<file path="config.mk">
export PLATFORM = sky130hd
export DESIGN_NAME = ecc_key_fetch
export DESIGN_NICKNAME = d
export VERILOG_FILES = /design/src/rtl/ecc_key_fetch.sv
export SDC_FILE = /design/constraint.sdc
export NUM_CORES = 1
export LEC_CHECK = 0
export ABC_AREA = 1
export CAP_MARGIN = 20
export CORE_ASPECT_RATIO = 0.7
export CORE_MARGIN = 4
export CORE_UTILIZATION = 33
export CTS_BUF_LIST = sky130_fd_sc_hd__clkbuf_16
export CTS_CLUSTER_SIZE = 30
export DETAILED_ROUTE_END_ITERATION = 8
export GPL_ROUTABILITY_DRIVEN = 0
export PLACE_DENSITY = 0.7
export SLEW_MARGIN = 10
export SYNTH_ARGS = -nofsm -noshare
export SYNTH_HDL_FRONTEND = slang
export SYNTH_SLANG_ARGS = --single-unit
</file>
<file path="constraint.sdc">
create_clock -name clk -period 1.39 [get_ports clk]
set_clock_uncertainty 0.05 [all_clocks]
set_input_delay 0.2085 -clock clk [delete_from_list [all_inputs] [get_ports clk]]
set_output_delay 0.2085 -clock clk [all_outputs]
set_load 0.005 [all_outputs]
</file>
<file path="src/rtl/ecc_key_fetch.sv">
`default_nettype none
// ============================================================================
// Module   : ecc_key_fetch
// Summary  : Reads one private key slot from the tag ROM and streams it word
//            by word into the ECC controller key shift register.
//            Optional CRC-16 slot check compiled in with ECC_KEY_CRC_EN.
// Revision : 1.0
// ============================================================================
module ecc_key_fetch #(
  parameter int ADDR_W      = 8,
  parameter int KEY_WORDS   = 11,
  parameter int ROM_LAT     = 1,
  parameter int KEY_BASE    = 8'h20,
  parameter int SLOT_STRIDE = 16
) (
  input  logic              clk,
  input  logic              rst_n,
  input  logic              i_time_up,
  input  logic              i_load_req,
  input  logic [1:0]        i_key_sel,
  output logic [ADDR_W-1:0] o_rom_addr,
  output logic              o_rom_rd,
  input  logic [15:0]       i_rom_data,
  output logic [15:0]       o_data_rom_16bits,
  output logic              o_key_shift,
  output logic              o_done_key,
  output logic              o_busy,
  output logic              o_key_err
);

`ifdef ECC_KEY_CRC_EN
  localparam int C_NUM_READS = KEY_WORDS + 1;
`else
  localparam int C_NUM_READS = KEY_WORDS;
`endif
  localparam int                C_IDX_W    = $clog2(C_NUM_READS + 1);
  localparam logic [ADDR_W-1:0] C_BASE     = ADDR_W'(KEY_BASE);
  localparam logic [ADDR_W-1:0] C_STRIDE   = ADDR_W'(SLOT_STRIDE);
  localparam logic [C_IDX_W-1:0] C_LAST_IDX = C_IDX_W'(C_NUM_READS - 1);
  localparam logic [C_IDX_W-1:0] C_KEY_IDX  = C_IDX_W'(KEY_WORDS);

  typedef enum logic [2:0] {
    S_IDLE  = 3'd0,
    S_FETCH = 3'd1,
    S_DRAIN = 3'd2,
`ifdef ECC_KEY_CRC_EN
    S_CHECK = 3'd3,
`endif
    S_DONE  = 3'd4
  } state_t;

  state_t              r_state;
  state_t              w_next;
  logic [1:0]          r_sel;
  logic [C_IDX_W-1:0]  r_idx;
  logic [ROM_LAT-1:0]  r_pv;
  logic [C_IDX_W-1:0]  r_pidx [ROM_LAT];
  logic [15:0]         r_data;
  logic                r_key_shift;
  logic                w_start;
  logic                w_issue;
  logic                w_ret_v;
  logic                w_ret_key;
  logic                w_pipe_busy;
  logic [C_IDX_W-1:0]  w_ret_idx;
  logic                w_crc_ok;

  assign w_start   = (r_state == S_IDLE) && i_load_req && !i_time_up;
  assign w_issue   = (r_state == S_FETCH) && !i_time_up;
  assign w_ret_v   = r_pv[ROM_LAT-1];
  assign w_ret_idx = r_pidx[ROM_LAT-1];
  assign w_ret_key = w_ret_v && (w_ret_idx < C_KEY_IDX);

  // A CRC word sitting in the last stage is captured this cycle, so it does
  // not hold DRAIN; every key word still in flight does.
  always_comb begin
    w_pipe_busy = 1'b0;
    for (int s = 0; s < ROM_LAT; s++) begin
      if (r_pv[s] && ((s != ROM_LAT - 1) || (r_pidx[s] < C_KEY_IDX))) begin
        w_pipe_busy = 1'b1;
      end
    end
  end

  always_ff @(posedge clk or negedge rst_n) begin
    if (!rst_n) begin
      r_state <= S_IDLE;
    end else begin
      r_state <= w_next;
    end
  end

  always_comb begin
    w_next     = r_state;
    o_rom_rd   = w_issue;
    o_busy     = (r_state != S_IDLE);
    o_done_key = (r_state == S_DONE);
    o_rom_addr = '0;
    case (r_state)
      S_IDLE: begin
        if (w_start) begin
          w_next = S_FETCH;
        end
      end
      S_FETCH: begin
        o_rom_addr = C_BASE + ADDR_W'(r_sel) * C_STRIDE + ADDR_W'(r_idx);
        if (r_idx == C_LAST_IDX) begin
          w_next = S_DRAIN;
        end
      end
      S_DRAIN: begin
        if (!w_pipe_busy) begin
`ifdef ECC_KEY_CRC_EN
          w_next = S_CHECK;
`else
          w_next = S_DONE;
`endif
        end
      end
`ifdef ECC_KEY_CRC_EN
      S_CHECK: begin
        w_next = w_crc_ok ? S_DONE : S_IDLE;
      end
`endif
      S_DONE: begin
        w_next = S_IDLE;
      end
      default: begin
        w_next = S_IDLE;
      end
    endcase
    if (i_time_up) begin
      w_next = S_IDLE;
    end
  end

  always_ff @(posedge clk or negedge rst_n) begin
    if (!rst_n) begin
      r_sel <= 2'd0;
      r_idx <= '0;
    end else if (w_start) begin
      r_sel <= i_key_sel;
      r_idx <= '0;
    end else if (w_issue) begin
      r_idx <= r_idx + C_IDX_W'(1);
    end
  end

  // Valid/index shadow of the ROM pipeline; stage ROM_LAT-1 lines up with i_rom_data.
  always_ff @(posedge clk or negedge rst_n) begin
    if (!rst_n) begin
      r_pv <= '0;
      for (int s = 0; s < ROM_LAT; s++) begin
        r_pidx[s] <= '0;
      end
    end else if (i_time_up) begin
      r_pv <= '0;
    end else begin
      r_pv[0]   <= w_issue;
      r_pidx[0] <= r_idx;
      for (int s = 1; s < ROM_LAT; s++) begin
        r_pv[s]   <= r_pv[s-1];
        r_pidx[s] <= r_pidx[s-1];
      end
    end
  end

  always_ff @(posedge clk or negedge rst_n) begin
    if (!rst_n) begin
      r_key_shift <= 1'b0;
      r_data      <= 16'h0000;
    end else begin
      r_key_shift <= w_ret_key && !i_time_up;
      if (w_ret_key && !i_time_up) begin
        r_data <= i_rom_data;
      end
    end
  end

  assign o_key_shift       = r_key_shift;
  assign o_data_rom_16bits = r_data;

`ifdef ECC_KEY_CRC_EN
  // CRC-16-CCITT, MSB first, one full word per call.
  function automatic logic [15:0] crc16_step(input logic [15:0] crc, input logic [15:0] d);
    logic [15:0] c;
    c = crc;
    for (int b = 15; b >= 0; b--) begin
      if (c[15] ^ d[b]) begin
        c = {c[14:0], 1'b0} ^ 16'h1021;
      end else begin
        c = {c[14:0], 1'b0};
      end
    end
    return c;
  endfunction

  logic [15:0] r_crc;
  logic [15:0] r_crc_word;
  logic        r_key_err;

  assign w_crc_ok = (r_crc == r_crc_word);

  always_ff @(posedge clk or negedge rst_n) begin
    if (!rst_n) begin
      r_crc      <= 16'hFFFF;
      r_crc_word <= 16'h0000;
      r_key_err  <= 1'b0;
    end else begin
      if (w_start) begin
        r_crc     <= 16'hFFFF;
        r_key_err <= 1'b0;
      end else if (w_ret_key && !i_time_up) begin
        r_crc <= crc16_step(r_crc, i_rom_data);
      end
      if (w_ret_v && !w_ret_key && !i_time_up) begin
        r_crc_word <= i_rom_data;
      end
      if ((r_state == S_CHECK) && !i_time_up && !w_crc_ok) begin
        r_key_err <= 1'b1;
      end
    end
  end

  assign o_key_err = r_key_err;
`else
  assign w_crc_ok  = 1'b1;
  assign o_key_err = 1'b0;
`endif

endmodule
`default_nettype wire

</file>
=== Word-level counts from Yosys, hierarchy flattened ===
Cells that the tools add are included.

* Output and inout bits: 29
* Word-level logic and storage cells: 38
* Bits of input ports: 22
* Bits in registers: 31

* Multiplexer cells: 10
* Add/sub/neg operators: 3
* Reductions and logical operators: 10
* Magnitude comparators: 1
* Eq/ne operators: 7

{| class="wikitable"
|+ Operators with widths
! kind !! number
|-
| $mux W3 || 4
|-
| $pmux W3 S3 || 1
|-
| $add A7 B4 Y8 || 1
|-
| $mux W4 || 2
|-
| $mux W8 || 1
|-
| $add A6 B6 Y7 const A || 1
|-
| $ne A3 B3 Y1 const B || 2
|-
| $logic_and A1 B1 Y1 || 5
|-
| $add A4 B1 Y4 const B || 1
|-
| $eq A4 B4 Y1 const B || 1
|-
| $lt A4 B4 Y1 const B || 1
|-
| $eq A3 B1 Y1 const B || 1
|-
| $eq A3 B2 Y1 const B || 1
|-
| $eq A3 B3 Y1 const B || 1
|-
| $logic_not A3 Y1 || 1
|-
| $ne A3 B2 Y1 const B || 1
|-
| $reduce_and A3 Y1 || 1
|-
| $reduce_bool A3 Y1 || 1
|-
| $mux W1 || 2
|-
| $reduce_bool A2 Y1 || 1
|-
| $logic_not A1 Y1 || 1
|}

=== Longest topological paths before layout ===
* Word-level depth: 6
* Depth in mapped cells: 8
* Depth with buffers taken out: 7

=== Least setup slack after synthesis ===
No wires, ideal clock.

* Path type: reg2reg
* Start point: register r_state[1]
* End point: register r_idx[1]
* Stages on the path, launching flop included: 6
* Arrival time: 0.937 ns
* Period minus slack after synthesis: 1.113 ns
* Path buffers: 1
* Data required time: 1.214 ns
* Library setup time: 0.126 ns
* Setup slack: 0.277 ns
* Path through: dfrtp_1 -> nor2_1 -> nand4_1 -> buf_6 -> nand3_1 -> o21ai_0

* Longest elaborated chain between the ends: 4
* Elaborated cells between the ends (all ways): 7
* Those cells by class: 1 x eq/ne; 1 x mux; 5 x reduce/logical

{| class="wikitable"
|+ Ends and longest elaborated chain
! element !! RTL line !! text
|-
| from (decl) || 52 || <nowiki>state_t r_state;</nowiki>
|-
| from (signal assigned) || 89 || <nowiki>r_state <= w_next;</nowiki>
|-
| $logic_not A3 Y1 || 68 || <nowiki>assign w_start = (r_state == S_IDLE) && i_load_req && !i_time_up;</nowiki>
|-
| $logic_and A1 B1 Y1 (2 in series) || 68 ||
|-
| $mux W4 or $reduce_bool A2 Y1 (tied branches) || - ||
|-
| to (signal assigned) || 145 || <nowiki>r_idx <= r_idx + C_IDX_W'(1);</nowiki>
|-
| to (decl) || 55 || <nowiki>logic [C_IDX_W-1:0] r_idx;</nowiki>
|}

Parallel ways exist; a longest one is shown, timed or not.
A chain may end at the register's enable or synchronous reset.

=== Worst setup path in the final report ===
* Start point: register r_state[1]
* End point: output o_rom_addr[4]

* Longest elaborated chain between the ends: 2

{| class="wikitable"
|+ Ends and longest elaborated chain
! element !! RTL line !! text
|-
| $eq A3 B1 Y1 || 99 || <nowiki>case (r_state)</nowiki>
|-
| $mux W8 || 99 ||
|-
| to (decl) || 21 || <nowiki>output logic [ADDR_W-1:0] o_rom_addr,</nowiki>
|}

Every way passes these cells.

==> flow_metrics.env <==
export IMPL_hold_class="in2async"
export IMPL_cts_root_buf="clkbuf_16"
export IMPL_rows=19
export IMPL_areaGrowthSynthToFinish_pct=61.3
export IMPL_synthCells=158
export IMPL_fin_crit_sh_pct=115
export IMPL_cts_max_level=2
export IMPL_synth_seq_area_share_pct=56.3
export IMPL_drv_cap=0
export IMPL_cp_start_kind="flop"
export IMPL_violations="negative setup slack"
export IMPL_place_area_um2=2000
export IMPL_clkTransAtPathRegs_ns=0.05
export IMPL_fp_dieH_um=62.1
export IMPL_fin_util_pct=56.0
export IMPL_cp_data_arrival_time_ns=1.34
export IMPL_wire_per_inst_um=11.7
export IMPL_dp_hpwl_mm=2.35
export IMPL_grt_overflow=0
export IMPL_diodes=0
export IMPL_fin_ws_ns=-0.207
export IMPL_multi_input_area_um2=526
export IMPL_grt_max_degree=32
export IMPL_grt_usage_pct=13.3
export IMPL_num_vias=1195
export IMPL_chipWidth_um=85.3
export IMPL_ios=51
export IMPL_required_ns=1.13
export IMPL_core_area_um2=3970
export IMPL_dp_worst_setup_slack_ns=-0.266
export IMPL_io_buffers=48
export IMPL_grt_pass1_vias=1147
export IMPL_finalInstanceArea_um2=2220
export IMPL_hold_violations=0
export IMPL_cts_buffer_depth=2
export IMPL_nets=254
export IMPL_drtIter0Drc=37
export IMPL_r2r_start="r_idx[0]"
export IMPL_endpoint_kind="output port"
export IMPL_ant_nets=0
export IMPL_synth_cell_types=21
export IMPL_first_pass_iters=4
export IMPL_clock_sinks=31
export IMPL_start_util_pct=34.7
export IMPL_min_period_ns=1.60
export IMPL_grt_pass1_wl_mm=5.38
export IMPL_leakage_uw=0.00126
export IMPL_cts_made_buffers=5
export IMPL_clk_latency_ns=0.27
export IMPL_avgViaCountPerCell=4.22
export IMPL_wirelength_mm=3.31
export IMPL_max_freq_mhz=626
export IMPL_ir_worst_vdd_mv=0.972
export IMPL_netlist_area_um2=1380
export IMPL_die_area_um2=5290
export IMPL_drc=0
export IMPL_finalSetupViolCount=9
export IMPL_path_max_fanout=5
export IMPL_maxSlewViolCount=0
export IMPL_syn_area_per_cell_um2=8.73
export IMPL_cts_tree="done"
export IMPL_place_inst=267
export IMPL_rsz0062_at_grt="yes"
export IMPL_crit_type="reg2out"
export IMPL_grt_antenna_before_repair=0
export IMPL_seqCellArea_um2=776
export IMPL_synth_seq_cells=31
export IMPL_finalNonFillerCells=283
export IMPL_status="finished with violations"
export IMPL_ys_warn_count=0
export IMPL_fillCellCount=376
export IMPL_p_per_area_nw_per_um2=1590
export IMPL_holdWs_ns=0.249
export IMPL_final_layout_size_suffix_gt1_share_pct=22.9
export IMPL_crit_start="r_state[1]"
export IMPL_holdBufCountCts=0
registers in the layout, summed over array words and instances (netlist names):
register	cells
o_data_rom_16bits	16
r_idx	4
r_pidx	4
r_state	3
r_sel	2
o_key_shift	1
r_pv	1
layout make-up:
class | count | area share, %
multi-input combinational | 107 | 23.6
sequential | 31 | 34.9
timing repair buffer | 70 | 29.5
clock inverter | 3 | 0.563
clock buffer | 5 | 5.63
inverter | 15 | 2.87
tap | 52 | 2.93
logic make-up after synthesis:
kind of cell | after synthesis | synth area share [%]
other | 1 | 0.272
adders and majority gates | 2 | 1.81
AOI/OAI and AO/OA | 9 | 3.27
buffers and inverters | 21 | 8.98
and+or+nand+nor | 92 | 28.1
DFF | 31 | 56.3
xor gates and xnor gates | 2 | 1.27
worst max-delay path, cell delays in order (launching register included):
cell	delay [ns]
dfrtp_1	0.38
inv_1	0.07
nand2_2	0.06
nor2_4	0.10
inv_2	0.08
buf_6	0.12
buf_6	0.10
nor2_2	0.06
buf_2	0.11
metrics by stage:
stage | TNS [ns] | total power (uW)
3_5_place_dp | -4.28 | 2550
2_1_floorplan | 0 | 1780
3_3_place_gp | -3.47 | 2520
4_1_cts | -1.69 | 3530
6_report | -1.18 | 3530
5_1_grt | -1.84 | 3790
layout by cell type (no fill, tap or decap):
cell type        instances
nand3_1                  9
dlymetal6s2s_1           9
nand3_4                  1
clkdlybuf4s50_1         22
o21ai_0                  6
buf_12                   2
buf_6                    4
clkinv_2                 1
nor2_1                   6
nand2_1                 61
clkbuf_16                5
nand2_2                  2
nor3_1                   1
o21ai_1                  1
inv_2                    2
nor2_4                   3
buf_2                    8
ha_1                     2
xor2_1                   2
nor2_2                   4
nor3_2                   1
nand2_4                  1
buf_4                   17
dlygate4sd2_1            8
inv_4                    1
dfrtp_1                 31
nand4_1                  3
inv_6                    1
conb_1                   2
a21oi_1                  2
inv_1                   13
synth_stat cells:
cell type	n	share of area, %
nand2_2	2	0.91
nand4_1	3	1.4
o21ai_0	7	2.5
nand3_4	1	1.3
ha_1	2	1.8
buf_8	1	1.1
inv_1	12	3.3
a21oi_1	2	0.73
buf_4	3	1.6
buf_6	2	1.6
conb_1	1	0.27
inv_4	1	0.45
inv_2	1	0.27
nand2_1	62	17
xor2_1	2	1.3
inv_6	1	0.64
dfrtp_1	31	56
nor2_2	1	0.45
nand3_1	9	3.3
nor3_1	2	0.73
nor2_1	12	3.3
final timing paths:
kind                                               to  slack (ns)  cells past startpoint
worst min-delay path                         r_sel[1]        0.25                      2
min in group clk                            r_pidx[1]        0.39                      3
worst min register to register  o_data_rom_16bits[14]        0.42                      2
max in group asynchronous       o_data_rom_16bits[12]        0.86                      2
worst max-delay path                    o_rom_addr[4]       -0.21                      8
worst max register to register             r_state[1]        0.10                      7
what timing repair did:
item                                    CTS  global route
resized for setup                        51            20
buffers inserted                          6             2
endpoints found under the setup margin   17            20
pin swaps                                 3             2
per-layer routing:
metal  track usage (%)  share of wire [%]  vias to the layer above  routed length [um]
li1                  -                  -                      625                   -
met1              18.3                 48                      542                1580
met2              20.1                 46                       28                1520
met3              4.61                6.3                        0                 208
met4              4.29                  0                        0                   0
met5                 0                  0                        -                   0
power by group:
group | total, uW | switching [uW] | internal (uW) | leakage, uW
clock network | 983 | 339 | 643 | 0.0000762
registers | 1360 | 161 | 1200 | 0.000398
logic | 1180 | 509 | 674 | 0.000789
No activity file was read; power rests on OpenSTA's default activity.
